### src/rtl/fifo_wr_arbiter_if.sv
// Write-port bundle between the requesters/FIFO side and the write arbiter.
// The arbiter uses the slave view; the requester/FIFO side uses master.
interface fifo_wr_arbiter_if #(
  parameter int DSIZE = 8,
  parameter int NREQ  = 4
);
  logic [NREQ-1:0]       req;
  logic [NREQ*DSIZE-1:0] req_data;
  logic                  wfull;
  logic                  winc;
  logic [DSIZE-1:0]      wdata;
  logic [NREQ-1:0]       grant;
  logic [NREQ-1:0]       ack;
  logic                  busy;

  modport slave (
    input  req, req_data, wfull,
    output winc, wdata, grant, ack, busy
  );

  modport master (
    output req, req_data, wfull,
    input  winc, wdata, grant, ack, busy
  );
endinterface

### src/rtl/fifo_wr_arbiter.sv
// Round-robin, burst-limited arbiter sharing one async-FIFO write port among NREQ
// requesters; a grant stalled on wfull for STALL_MAX cycles is revoked.
module fifo_wr_arbiter #(
  parameter int DSIZE     = 8,
  parameter int NREQ      = 4,
  parameter int BURST     = 4,
  parameter int STALL_MAX = 16
) (
  input logic              wclk,
  input logic              wrst_n,
  fifo_wr_arbiter_if.slave bus
);
  localparam int GW = (NREQ > 1) ? $clog2(NREQ) : 1;
  localparam int BW = (BURST > 1) ? $clog2(BURST) : 1;
  localparam int SW = (STALL_MAX > 1) ? $clog2(STALL_MAX) : 1;

  typedef enum logic {IDLE, GRANT} state_t;

  state_t          state_reg, state_next;
  logic [NREQ-1:0] grant_reg, grant_next;
  logic [GW-1:0]   gidx_reg, gidx_next;
  logic [GW-1:0]   rr_ptr_reg, rr_ptr_next;
  logic [BW-1:0]   beat_reg, beat_next;
  logic [SW-1:0]   stall_reg, stall_next;

  logic [DSIZE-1:0] slice [NREQ];
  logic             req_g, winc_c, stall_c, exit_c;
  logic [GW-1:0]    ptr_inc;
  logic [GW:0]      pick_idle, pick_exit;

  // Returns {found, index}: first requester at or after ptr, wrapping around.
  function automatic logic [GW:0] pick(input logic [NREQ-1:0] r, input logic [GW-1:0] ptr);
    logic [GW:0]   res;
    logic [GW-1:0] idx;
    res = '0;
    for (int k = NREQ - 1; k >= 0; k--) begin
      idx = GW'((int'(ptr) + k) % NREQ);
      if (r[idx]) res = {1'b1, idx};
    end
    return res;
  endfunction

  genvar gi;
  generate
    for (gi = 0; gi < NREQ; gi++) begin : g_req
      assign slice[gi]   = bus.req_data[gi*DSIZE +: DSIZE];
      assign bus.ack[gi] = winc_c && (gidx_reg == GW'(gi));
    end
  endgenerate

  assign req_g   = bus.req[gidx_reg];
  assign winc_c  = (state_reg == GRANT) && req_g && !bus.wfull;
  assign stall_c = (state_reg == GRANT) && req_g && bus.wfull;
  assign ptr_inc = (int'(gidx_reg) + 1 >= NREQ) ? '0 : gidx_reg + 1'b1;
  assign exit_c  = (winc_c && (beat_reg == BW'(BURST - 1))) || !req_g ||
                   (stall_c && (stall_reg == SW'(STALL_MAX - 1)));

  assign pick_idle = pick(bus.req, rr_ptr_reg);
  // Re-arbitration on exit already sees the advanced pointer, so the leaving
  // requester only wins back the port if nobody else is asking.
  assign pick_exit = pick(bus.req, ptr_inc);

  always_comb begin
    state_next  = state_reg;
    grant_next  = grant_reg;
    gidx_next   = gidx_reg;
    rr_ptr_next = rr_ptr_reg;
    beat_next   = beat_reg;
    stall_next  = stall_reg;
    case (state_reg)
      IDLE: begin
        if (pick_idle[GW]) begin
          state_next = GRANT;
          gidx_next  = pick_idle[GW-1:0];
          grant_next = NREQ'(1) << pick_idle[GW-1:0];
          beat_next  = '0;
          stall_next = '0;
        end
      end
      GRANT: begin
        if (exit_c) begin
          rr_ptr_next = ptr_inc;
          beat_next   = '0;
          stall_next  = '0;
          if (pick_exit[GW]) begin
            gidx_next  = pick_exit[GW-1:0];
            grant_next = NREQ'(1) << pick_exit[GW-1:0];
          end else begin
            state_next = IDLE;
            grant_next = '0;
          end
        end else if (winc_c) begin
          beat_next  = beat_reg + 1'b1;
          stall_next = '0;
        end else if (stall_c) begin
          stall_next = stall_reg + 1'b1;
        end
      end
    endcase
  end

  always_ff @(posedge wclk or negedge wrst_n) begin
    if (!wrst_n) begin
      state_reg  <= IDLE;
      grant_reg  <= '0;
      gidx_reg   <= '0;
      rr_ptr_reg <= '0;
      beat_reg   <= '0;
      stall_reg  <= '0;
    end else begin
      state_reg  <= state_next;
      grant_reg  <= grant_next;
      gidx_reg   <= gidx_next;
      rr_ptr_reg <= rr_ptr_next;
      beat_reg   <= beat_next;
      stall_reg  <= stall_next;
    end
  end

  assign bus.winc  = winc_c;
  assign bus.wdata = winc_c ? slice[gidx_reg] : '0;
  assign bus.grant = grant_reg;
  assign bus.busy  = (state_reg == GRANT);
endmodule
### src/flat_wrapper.sv
// flat-port wrapper written by rule: the top's interface ports become plain ports
module fifo_wr_arbiter_flat 
#(
  parameter int DSIZE     = 8,
  parameter int NREQ      = 4,
  parameter int BURST     = 4,
  parameter int STALL_MAX = 16
)
  (wclk, wrst_n, bus_req, bus_req_data, bus_wfull, bus_winc, bus_wdata, bus_grant, bus_ack, bus_busy);
  fifo_wr_arbiter_if #(.DSIZE(DSIZE), .NREQ(NREQ)) bus_i ();
  input logic wclk;
  input logic wrst_n;
  input wire logic [$bits(bus_i.req)-1:0] bus_req;
  input wire logic [$bits(bus_i.req_data)-1:0] bus_req_data;
  input wire logic [$bits(bus_i.wfull)-1:0] bus_wfull;
  output wire logic [$bits(bus_i.winc)-1:0] bus_winc;
  output wire logic [$bits(bus_i.wdata)-1:0] bus_wdata;
  output wire logic [$bits(bus_i.grant)-1:0] bus_grant;
  output wire logic [$bits(bus_i.ack)-1:0] bus_ack;
  output wire logic [$bits(bus_i.busy)-1:0] bus_busy;
  assign bus_i.req = bus_req;
  assign bus_i.req_data = bus_req_data;
  assign bus_i.wfull = bus_wfull;
  assign bus_winc = bus_i.winc;
  assign bus_wdata = bus_i.wdata;
  assign bus_grant = bus_i.grant;
  assign bus_ack = bus_i.ack;
  assign bus_busy = bus_i.busy;
  fifo_wr_arbiter #(.DSIZE(DSIZE), .NREQ(NREQ), .BURST(BURST), .STALL_MAX(STALL_MAX)) u_core (.wclk(wclk), .wrst_n(wrst_n), .bus(bus_i));
endmodule
### config.mk
export PLATFORM = sky130hd
export DESIGN_NAME = fifo_wr_arbiter_flat
export DESIGN_NICKNAME = d
export VERILOG_FILES = /design/src/rtl/fifo_wr_arbiter_if.sv /design/src/rtl/fifo_wr_arbiter.sv /design/src/flat_wrapper.sv
export SDC_FILE = /design/constraint.sdc
export NUM_CORES = 1
export LEC_CHECK = 0
export BUFFER_PORTS_ARGS = -buffer_cell sky130_fd_sc_hd__buf_2
export CAP_MARGIN = 40
export CORE_MARGIN = 2
export CORE_UTILIZATION = 35
export CTS_CLUSTER_DIAMETER = 80
export DETAILED_ROUTE_END_ITERATION = 6
export GPL_TIMING_DRIVEN = 0
export PLACE_DENSITY = 0.62
export SYNTH_ARGS = -nofsm -noshare
export SYNTH_HDL_FRONTEND = slang
export SYNTH_SLANG_ARGS = --single-unit
### constraint.sdc
create_clock -name wclk -period 2.7 [get_ports wclk]
set_clock_uncertainty 0.15 [all_clocks]
set_input_delay 0.405 -clock wclk [delete_from_list [all_inputs] [get_ports wclk]]
set_output_delay 0.405 -clock wclk [all_outputs]
set_load 0.03 [all_outputs]
Word-level counts from Yosys, hierarchy flattened
Index checks and enable logic that the tools add are counted.
{"block": "word_totals", "regBits": 15, "latch_bits": 0, "ram_bits": 0, "romBits": 0, "input_bits": 39, "out_inout_bits": 18, "word_cells": 112, "n_memories": 0}
{"block": "classes", "add_sub_neg": 10, "multipliers": 0, "div_mod_pow": 0, "order_cmp": 11, "n_eq_ne": 10, "shift": 2, "mux": 52, "bitwise_logic": 2, "n_reduce_logical": 19}
{"cell": "32-bit by 4-bit >= comparator with 1-bit output, second input constant", "count": 1}
{"cell": "4-bit two-way mux", "count": 7}
{"cell": "2-bit by 3-bit less-than comparator with 1-bit output, second input constant", "count": 9}
{"cell": "3-bit two-way mux", "count": 8}
{"cell": "8-bit two-way mux", "count": 3}
{"cell": "1-bit binary-select mux with 2-bit select", "count": 9}
{"cell": "8-bit binary-select mux with 2-bit select", "count": 1}
{"cell": "4-bit case mux with 2 select lines", "count": 2}
{"cell": "2-bit two-way mux", "count": 7}
{"cell": "1-bit two-way mux", "count": 12}
{"cell": "1-bit logical AND", "count": 9}
{"cell": "2-bit by 1-bit adder with 2-bit output, second input constant", "count": 4}
{"cell": "2-bit adder, second input constant", "count": 4}
{"cell": "2-bit case mux with 2 select lines", "count": 2}
{"cell": "2-bit AND reduction", "count": 4}
{"cell": "1-bit by 2-bit left shift with 4-bit output, first input constant", "count": 2}
{"cell": "2-bit equality test, second input constant", "count": 3}
{"cell": "4-bit by 1-bit adder with 4-bit output, second input constant", "count": 1}
{"cell": "4-bit equality test, second input constant", "count": 1}
{"cell": "2-bit inequality test, second input constant", "count": 2}
{"cell": "4-bit inequality test, second input constant", "count": 1}
{"cell": "2-bit by 1-bit adder with 3-bit output, second input constant", "count": 1}
{"cell": "3-bit >= comparator, second input constant", "count": 1}
{"cell": "3-bit inequality test, second input constant", "count": 1}
{"cell": "other kinds (9)", "count": 11}

Logic depth before layout (Yosys ltp)
{"block": "logic_depth", "word_depth": 14, "mapped_depth": 9, "ltp_nobuf": 7}

Worst setup path before layout
No wires, ideal clock.
{"block": "synth_path", "kind": "register to register", "start": "reg u_core.gidx_reg[1]", "end": "reg u_core.grant_reg[0], in the netlist u_core.bus.grant[0]", "t_arrival_ns": 2.427, "t_required_ns": 2.424, "path_slack_ns": -0.003, "stages_incl_launch_ff": 10, "path_buffers": 2, "path_cell_list": "dfrtp_1 -> clkbuf_1 -> inv_1 -> ha_1 -> buf_2 -> inv_1 -> or3_1 -> a211oi_1 -> a2111oi_2 -> a221o_1"}
{"block": "synth_via", "elab_chain_len": 14}
{"element": "start, declared", "line_no": "fifo_wr_arbiter.sv:21", "text": "logic [GW-1:0] gidx_reg, gidx_next;"}
{"element": "start signal, assigned", "line_no": "fifo_wr_arbiter.sv:113", "text": "gidx_reg <= gidx_next;"}
{"element": "2-bit by 1-bit adder with 3-bit output", "line_no": "fifo_wr_arbiter.sv:54", "text": "assign ptr_inc = (int'(gidx_reg) + 1 >= NREQ) ? '0 : gidx_reg + 1'b1;"}
{"element": "32-bit by 4-bit >= comparator with 1-bit output", "line_no": "fifo_wr_arbiter.sv:54"}
{"element": "2-bit two-way mux *", "line_no": "fifo_wr_arbiter.sv:54"}
{"element": "net u_core.ptr_inc[1]", "line_no": "fifo_wr_arbiter.sv:28", "text": "logic [GW-1:0] ptr_inc;"}
{"element": "2-bit adder", "line_no": "fifo_wr_arbiter.sv:37", "text": "idx = GW'((int'(ptr) + k) % NREQ);"}
{"element": "1-bit binary-select mux with 2-bit select", "line_no": "fifo_wr_arbiter.sv:38", "text": "if (r[idx]) res = {1'b1, idx};"}
{"element": "1-bit two-way mux (implied by the code)", "line_no": "fifo_wr_arbiter.sv:38"}
{"element": "3-bit two-way mux (3 in a row)", "line_no": "fifo_wr_arbiter.sv:38"}
{"element": "3-bit two-way mux *", "line_no": "fifo_wr_arbiter.sv:38"}
{"element": "1-bit by 2-bit left shift with 4-bit output", "line_no": "fifo_wr_arbiter.sv:87", "text": "grant_next = NREQ'(1) << pick_exit[GW-1:0];"}
{"element": "4-bit two-way mux *", "line_no": "fifo_wr_arbiter.sv:85", "text": "if (pick_exit[GW]) begin"}
{"element": "4-bit two-way mux *", "line_no": "fifo_wr_arbiter.sv:81", "text": "if (exit_c) begin"}
{"element": "4-bit case mux with 2 select lines *", "line_no": "fifo_wr_arbiter.sv:70", "text": "case (state_reg)"}
{"element": "end signal, assigned", "line_no": "fifo_wr_arbiter.sv:112", "text": "grant_reg <= grant_next;"}
{"element": "end, declared", "line_no": "fifo_wr_arbiter.sv:20", "text": "logic [NREQ-1:0] grant_reg, grant_next;"}
Mark *: on every way through the listed nets, which the timed path passes. The rest lies on a longest branch. The select of a mux whose other input is x is not followed.
A chain may end at the register's enable or synchronous reset.

Final worst setup path
{"block": "layout_path", "start": "reg u_core.gidx_reg[0]", "end": "out bus_wdata[5]"}
{"block": "layout_via", "elab_chain_len": 5}
{"element": "2-bit NOT with 3-bit output (implied by the code) or 1-bit binary-select mux with 2-bit select (tied branches)", "line_no": "fifo_wr_arbiter.sv:121, fifo_wr_arbiter.sv:51"}
{"element": "8-bit binary-select mux with 2-bit select or 1-bit two-way mux (tied branches)", "line_no": "fifo_wr_arbiter.sv:121, fifo_wr_arbiter.sv:51"}
{"element": "8-bit two-way mux (implied by the code) or 1-bit logical AND (tied branches) (2 in a row)", "line_no": "fifo_wr_arbiter.sv:121, fifo_wr_arbiter.sv:52"}
{"element": "8-bit two-way mux *", "line_no": "fifo_wr_arbiter.sv:121", "text": "assign bus.wdata = winc_c ? slice[gidx_reg] : '0;"}
{"element": "end, declared", "line_no": "flat_wrapper.sv:17", "text": "output wire logic [$bits(bus_i.wdata)-1:0] bus_wdata;"}
Mark *: on every way between the ends. The rest lies on a longest branch, timed or not. The select of a mux whose other input is x is not followed.

==> results_dict.tcl <==
set metrics [dict create \
    routabilityCongestion 0.799 \
    synth_seq_cells 15 \
    setup_ws_ps 99.7 \
    core_area_um2 4350 \
    syn_nets 221 \
    grt_max_degree 16 \
    post_route_cells_drive_above_1_share_pct 45.8 \
    start_kind "flip-flop" \
    clk_pin_slew_ps 60 \
    final_util_pct 49.3 \
    antenna_found_initial 0 \
    preCtsSetupSlack_ps -262 \
    ir_drop_mv 0.457 \
    num-fill-cells 420 \
    critPathCaptureType "output pin" \
    cts_tree "done" \
    die_h_um 71.4 \
    tns_ps 0 \
    grt_use_total_pct 16.6 \
    yosys-top-cells-area "dfrtp_1, mux4_2, ha_1" \
    grt_pass1_vias 1497 \
    setup_viol 0 \
    rows 24 \
    synth_top_area_cell "dfrtp_1" \
    p_switching_uw 1210 \
    start_util_pct 36.5 \
    drt-total-wl_mm 4.29 \
    drv_slew 0 \
    die_area_um2 5090 \
    drv_cap 0 \
    insertion_delay_ps 240 \
    yosys_warnings 0 \
    rsz0062_at_grt "no" \
    worst_pin_slew_ps 710 \
    p_leak_uw 0.000975 \
    dpl.hpwl_mm 3.33 \
    holdWs_ps 340 \
    yosysTopAreaCellShare_pct 23.6 \
    htree_num_levels 1 \
    ys_types 55 \
    synth_area_um2 1590 \
    cpMaxStageDelayCell "mux4_2" \
    cts-root-buf "clkbuf_8" \
    syn_area_per_cell_um2 9.07 \
    cp_common_cell "buf_4" \
    path_buf_inv 4 \
    portBuffers 55 \
    min-delay-path-class "reg2reg" \
    cts_sinks 15 \
    vias 1609 \
    critical_path_class "reg2out" \
    synthArstFlopShare_pct 100 \
    grt_pass1_wl_mm 6.96 \
    synth_top_flop_cell "dfrtp_1" \
    p_int_uw 1280 \
    drt.antenna.violating_nets 0 \
    fp.dieW_um 71.4 \
    cp.required_ps 2140 \
    crit_chain "buf_4, buf_4, buf_8, mux4_2, and2_1, buf_2" \
    max_stage_delay_ps 510 \
    combinationalPowerShare_pct 77.8 \
    cp_max_fo 10 \
    area_growth_pct 35.1 \
    nets 287 \
    slew_headroom_pct 52.5 \
    cpLargestDelayFamily "buffers and inverters" \
    cts_made_buffers 3 \
    insertedDiodeCount 0 \
    pin_count 57 \
    drt-pass1-iter-count 4 \
    powerDensity_nw_per_um2 1160 \
    postSynthCellCount 175 \
    ys_seq_area_share_pct 23.6 \
    viasPerCell 5.51 \
    synth-edff-count 0 \
    max_freq_ghz 0.385 \
    drc_errors 0 \
    finalCritPeriodShare_pct 96.3 \
    crit_arrival_ps 2050 \
    fin_crit_ps 2600 \
    netSwitchingFraction_pct 48.5 \
    hold_violations 0 \
    grt_overflow 0 \
    post_drt_wl_per_cell_um 14.7 \
    outcome "finished, final reports clean" \
    pwr-share-clk_pct 7.1 \
    drtIter0Drc 56 \
    clk_path_buf_depth 2 \
    seq_power_share_pct 15.1 \
]
==> worst paths after layout <==
kind	from	end	slack, ps	cells after the start
setup / recovery	u_core.gidx_reg[0]	bus_wdata[5]	100	6
min in group asynchronous	wrst_n	u_core.stall_reg[1]	440	2
hold / removal	u_core.beat_reg[0]	u_core.beat_reg[0]	340	1
max in group asynchronous	wrst_n	u_core.gidx_reg[0]	1690	2
hold reg to reg	u_core.beat_reg[0]	u_core.beat_reg[0]	340	1
setup reg to reg	u_core.gidx_reg[1]	u_core.bus.grant[0]	100	9
==> cells in the final DEF, fill, tap and decap left out, types with 3 or more instances in the layout <==
cell and count:
mux4_2 9, dfrtp_1 14, o21ai_0 11, or3b_2 3, nor3_1 3, nand2b_1 6, buf_2 60, a221oi_2 3
buf_4 7, nor2_1 11, a32oi_1 3, ha_1 6, and2_1 13, clkbuf_8 4, a21oi_1 3, nand2_1 13
inv_1 5, nand4_1 3, o22ai_1 3
==> power by group through the flow <==
stage | combinational (uW) | clock [uW] | sequential (uW)
floorplan | 1200 | 0 | 422
global placement | 1590 | 0 | 385
detailed placement | 1590 | 0 | 387
CTS | 1730 | 181 | 377
global route | 2110 | 193 | 388
finish | 1930 | 177 | 375
==> synthesized netlist by cell type (all sizes together) (3+ instances only) <==
cell,count
and2,13
or3b,4
a32oi,3
o31ai,3
a31o,3
inv,7
clkbuf,3
nand2b,6
o22ai,3
dfrtp,15
ha,7
o21ai,11
buf,11
nor2,13
nand4,3
a221oi,3
or2,3
nand2,13
a211oi,4
nor3,3
mux4,9
a21oi,3
==> area by class of cell <==
type	instances	area [um^2]	share of cell area, %
multi-input combinational	139	1200	56.0
buffer	14	104	4.84
inverter	7	30.0	1.40
timing repair buffer	61	323	15.0
tap	52	65.1	3.03
sequential	15	377	17.6
clock buffer	4	45.0	2.10
==> worst reg2reg max path, cell delays in order (launching register included) <==
cell        delay [ps]
dfrtp_1            390
clkbuf_8           190
inv_1               90
ha_4               300
buf_6              150
clkinvlp_4         120
or3_1              350
a211oi_4           300
a2111oi_4          120
a221o_1            300
==> per-layer routing <==
layer,part of all wire (%),GRT usage (%),routed length (um)
met3,8.3,4.50,355
met5,0,0,0
met1,44,21.7,1870
met4,0,0.419,0
met2,48,29.0,2060
==> cell families (layout without fill, tap and decap cells) <==
group	count (synthesis)	after routing	share of synthesized area [%]
AOI/OAI and AO/OA	54	54	27.0
xor gates and xnor gates	1	1	0.552
adders and majority gates	7	7	5.52
buffers and inverters	21	86	6.15
DFF	15	15	23.6
muxes	9	9	12.8
and+or+nand+nor	68	68	24.4
==> metrics by stage <==
| step | power (uW) | instance area, um^2 | instances |
|---|---|---|---|
| floorplan | 1620 | 1590 | 175 |
| global placement | 1980 | 1930 | 282 |
| detailed placement | 1980 | 1930 | 282 |
| CTS | 2290 | 2050 | 290 |
| global route | 2690 | 2150 | 292 |
| finish | 2490 | 2150 | 292 |
==> timing repair <==
action,4_1_cts,5_1_grt
hold buffers,1,0
gates cloned,0,0
endpoints found under the hold margin,15,0
pin swaps,2,1
resized for setup,13,14
buffers inserted,3,2
setup endpoints to repair,14,13
(Power assumes the default switching activity.)
